$ cat config.mk
export PLATFORM = sky130hd
export DESIGN_NAME = regfile_mp_scoreboard
export DESIGN_NICKNAME = d
export VERILOG_FILES = /design/src/rtl/regfile_mp_scoreboard.sv
export SDC_FILE = /design/constraint.sdc
export NUM_CORES = 2
export LEC_CHECK = 0
export CAP_MARGIN = 20
export CORE_ASPECT_RATIO = 0.5
export CORE_MARGIN = 3
export CORE_UTILIZATION = 40
export CTS_BUF_LIST = sky130_fd_sc_hd__clkbuf_4
export CTS_CLUSTER_SIZE = 8
export DETAILED_ROUTE_END_ITERATION = 8
export SYNTH_ARGS = -nofsm -noshare
export SYNTH_HDL_FRONTEND = slang
export SYNTH_SLANG_ARGS = --single-unit
export TNS_END_PERCENT = 30
$ cat constraint.sdc
create_clock -name clk -period 9.25 [get_ports clk]
set_clock_uncertainty 0.2 [all_clocks]
set_input_delay 2.3125 -clock clk [delete_from_list [all_inputs] [get_ports clk]]
set_output_delay 2.3125 -clock clk [all_outputs]
set_load 0.1 [all_outputs]
$ cat src/rtl/regfile_mp_scoreboard.sv
// Multi-port register file with write-to-read bypass
// and a per-register busy scoreboard for hazard detection.
module regfile_mp_scoreboard #(
  parameter int WIDTH    = 32,
  parameter int DEPTH    = 32,
  parameter int NREAD    = 2,
  parameter int ZERO_REG = 1,
  localparam int AW      = $clog2(DEPTH)
) (
  input  logic                   clk,
  input  logic                   rst_n,
  input  logic [NREAD*AW-1:0]    rd_addr,
  output logic [NREAD*WIDTH-1:0] rd_data,
  output logic [NREAD-1:0]       rd_busy,
  input  logic [1:0]             wr_en,
  input  logic [AW-1:0]          wr_addr0,
  input  logic [WIDTH-1:0]       wr_data0,
  input  logic [AW-1:0]          wr_addr1,
  input  logic [WIDTH-1:0]       wr_data1,
  input  logic                   sb_set,
  input  logic [AW-1:0]          sb_addr,
  output logic [AW:0]            busy_cnt
);

  localparam bit ZR = (ZERO_REG != 0);

  logic [WIDTH-1:0] regs [DEPTH];
  logic [DEPTH-1:0] busy;
  logic [DEPTH-1:0] busyNext;
  logic [AW:0]      busyCnt;
  logic [AW:0]      cntNext;
  logic             we0;
  logic             we1;

  // Writes to the hardwired zero register are dropped.
  assign we0 = wr_en[0] && !(ZR && wr_addr0 == '0);
  assign we1 = wr_en[1] && !(ZR && wr_addr1 == '0);

  always_ff @(posedge clk) begin
    if (!rst_n) begin
      for (int k = 0; k < DEPTH; k++) begin
        regs[k] <= '0;
      end
    end else begin
      if (we0) regs[wr_addr0] <= wr_data0;
      if (we1) regs[wr_addr1] <= wr_data1;
    end
  end

  // Set is applied after clears so a newly issued producer wins.
  always_comb begin
    busyNext = busy;
    if (wr_en[0]) busyNext[wr_addr0] = 1'b0;
    if (wr_en[1]) busyNext[wr_addr1] = 1'b0;
    if (sb_set)   busyNext[sb_addr]  = 1'b1;
    if (ZR)       busyNext[0]        = 1'b0;
  end

  always_comb begin
    cntNext = '0;
    for (int k = 0; k < DEPTH; k++) begin
      cntNext = cntNext + (AW+1)'(busyNext[k]);
    end
  end

  always_ff @(posedge clk) begin
    if (!rst_n) begin
      busy    <= '0;
      busyCnt <= '0;
    end else begin
      busy    <= busyNext;
      busyCnt <= cntNext;
    end
  end

  assign busy_cnt = busyCnt;

  for (genvar i = 0; i < NREAD; i++) begin : g_rd
    logic [AW-1:0]    a;
    logic             hit0;
    logic             hit1;
    logic [WIDTH-1:0] d;

    assign a    = rd_addr[i*AW +: AW];
    assign hit0 = wr_en[0] && wr_addr0 == a;
    assign hit1 = wr_en[1] && wr_addr1 == a;

    always_comb begin
      d = regs[a];
      if (ZR && a == '0)        d = '0;
      else if (rst_n && hit1)   d = wr_data1;
      else if (rst_n && hit0)   d = wr_data0;
    end

    assign rd_data[i*WIDTH +: WIDTH] = d;
    // A retiring write is bypassed, so the operand is ready now.
    assign rd_busy[i] = busy[a] & ~(hit0 | hit1);
  end

endmodule

==> reports/metrics.yaml <==
final_layout:
  drive_above_1_share_pct: 31.0
  final_area_um2: 70200
  areaGrowthSynthToFinish_pct: 13.7
  finish.utilization_pct: 46.0
  finalNonFillerCells: 6615
  layout_common_cells: "a22o_1, edfxtp_1, mux4_2"
  final_common_cell: "a22o_1"
  layout.nets: 4499
power_and_ir_drop:
  p_sw_w: 0.00377
  p_seq_share_pct: 46.6
  p_int_w: 0.00844
  p_leak_nw: 23.8
  combPwrFrac_pct: 19.2
  ir_drop_mv: 0.137
  netSwitchingFraction_pct: 30.9
  p_per_area_nw_per_um2: 174
  power_frac_clock_pct: 34.2
floorplan:
  die_y_um: 284
  start_util_pct: 40.5
  fp.dieW_um: 562
  core-area_um2: 153000
  io_pins: 166
  die_area_um2: 159000
  rows: 101
placement:
  dpl.cell_count: 6142
  placed_area_um2: 66800
  dp_hpwl_um: 156000
  place.gp.congestion: 0.911
  port_buffers: 165
  dp_slack_ns: 0.428
synth:
  synth_enable_flop_cells: 1024
  synth_seq_cells: 1061
  synth-warning-count: 0
  yosys_most_used_dff: "edfxtp_1"
  yosysUniqueCellTypes: 53
  postSynthAreaPerCell_um2: 14.4
  synth_area_um2: 61700
  synthArstFlopShare_pct: 0
  synth-seq-area-share_pct: 51.0
  synthCells: 4293
routing:
  antenna_left: 0
  viasPerCell: 7.71
  drt_first_pass_iters: 6
  drc: 0
  drt_iter0_markers: 9852
  wl_um: 283000
  wl_per_cell_um: 42.8
  via_count: 51000
setup_path:
  r2r_setup_slack_ns: 3.62
  crit_path_cell_trace: "clkdlybuf4s50_1, buf_4, xor2_1, nor2_1, a31oi_4, buf_4, a32o_1, buf_4"
  cp-start-kind: "input port"
  endpoint_kind: "primary output"
  required_ns: 6.74
  critical_path_class: "input port to primary output"
  crit_top_cell: "buf_4"
  max_stage_delay_ns: 0.97
  worstPathArrival_ns: 6.27
  slowest_stage: "a31oi_4"
  path_max_fanout: 17
min_path:
  worstHoldPathType: "flop to flop"
clocking:
  clock_latency_ns: 1.24
  cts.sinks: 1061
  htreeDepth: 5
  post_cts_resized: 0
  path_clk_slew_ns: 0.07
  numCtsBuffers: 290
  postCtsHoldBufs: 0
  clockRootBuffer: "clkbuf_4"
  cts_tree: "yes"
  clk_path_buf_depth: 4
  cts_setup_buffers: 0
sta:
  relSlewSlack_pct: 16.7
  tightestPinTransition_ns: 1.25
  setup_slack_ns: 0.471
  grt_setup_unrepaired: "no"
  slew_violations: 0
  hold_violations: 0
  setup_viol: 0
  period_share_pct: 94.9
  fin_crit_ns: 8.78
  timing.fmax_mhz: 114
  holdWs_ns: 0.392
global_routing:
  grt_use_total_pct: 34.5
  grt_pass1_vias: 49500
  antenna_found_initial: 8
  grt_pass1_wl_um: 386000
  grt_overflow: 0
  grt_max_degree: 83
status:
  status: "complete, no violations"
run:
  drv_cap: 0
==> routing by layer <==
metal / GRT usage (%) / vias up / share of wire [%]
met1: 43.3 / 25800 / 34
met4: 19.9 / 12 / 6.4
met3: 18.0 / 1227 / 18
met5: 0.179 / - / 0.030
met2: 47.4 / 5565 / 41
li1: - / 18400 / -
==> worst max-delay path: cells and delay by family <==
family / cells / cell delay [ns]
xor+xnor: 1 / 0.26
buf+inv: 4 / 2.05
simple gates: 1 / 0.16
compound gates: 2 / 1.37
==> power groups by stage <==
| stage | registers [W] | clock network (W) | logic (W) |
|---|---|---|---|
| 6_report | 0.00569 | 0.00417 | 0.00234 |
| 4_1_cts | 0.00568 | 0.00415 | 0.00227 |
| 2_1_floorplan | 0.00575 | 0 | 0.00139 |
| 3_3_place_gp | 0.00576 | 0 | 0.00226 |
| 5_1_grt | 0.00571 | 0.00440 | 0.00238 |
| 3_5_place_dp | 0.00579 | 0 | 0.00227 |
==> kinds of logic after synthesis <==
logic type                 count (synthesis)  share of synthesized area (%)
AOI/OAI and AO/OA                       1421                           19.0
DFF                                     1061                           51.0
buffers and inverters                    739                           4.89
muxes                                    569                           20.0
and+or+nand+nor                          449                           3.91
adders and majority gates                 30                          0.888
xor gates and xnor gates                  23                          0.326
other                                      1                        0.00608
==> flip-flops by register name, summed over array words and instances (netlist names) <==
register and cells:
regs 1024, busy 31, busy_cnt 6
==> final timing paths <==
path	startpoint	to	cells past startpoint
worst max-delay path	wr_addr1[4]	rd_data[62]	8
worst min-delay path	busy[14]	busy[14]	2
worst max register to register	busy[28]	busy_cnt[4]	19
worst min register to register	busy[14]	busy[14]	2
==> synth_stat cells, types with 5 or more instances <==
master    instances  area (um2)
nand3_1          14        70.1
ha_1              7        87.6
buf_4            30         225
mux2i_1          32         320
nand3b_1         37         278
nor4b_1           5        43.8
o221ai_1         21         184
o21ai_0          36         180
o22ai_1         157         982
buf_1            80         300
buf_2            79         395
a221oi_1          7        61.3
and3b_1           9        78.8
fa_1             23         460
mux2_2            8        90.1
a22o_1         1041        9120
nor3_1           38         190
a21oi_1          11        55.1
nor4_1            8        50.1
and3_1            8        50.1
nand2_1          68         255
nand4_1          24         150
a41oi_1           7        61.3
a32oi_1          36         315
dfxtp_1          37         741
clkbuf_1        502        1880
nor2_1          138         518
a31oi_1          18         113
nor2b_1           5        31.3
nor3b_1          12        90.1
xor2_1            7        61.3
or4_1            35         263
a22oi_1          80         601
mux4_2          529       11900
inv_1            44         165
xnor2_1          16         140
nand2b_1         11        68.8
edfxtp_1       1024       30700
and2_1           19         119
==> per-stage QoR <==
| stage | TNS [ns] | power [W] |
|---|---|---|
| 6_report | 0 | 0.0122 |
| 5_1_grt | 0 | 0.0125 |
| 4_1_cts | 0 | 0.0121 |
| 3_5_place_dp | 0 | 0.00805 |
| 3_3_place_gp | 0 | 0.00801 |
| 2_1_floorplan | -0.348 | 0.00714 |
==> area by class of cell <==
class	count	area [um2]
clock inverter	53	259
sequential	1061	31500
inverter	44	166
fill	13300	82400
antenna	15	37.5
multi-input combinational	2524	27900
clock buffer	404	3030
tap	2060	2580
timing repair buffer	454	4730
(Power assumes the default switching activity.)
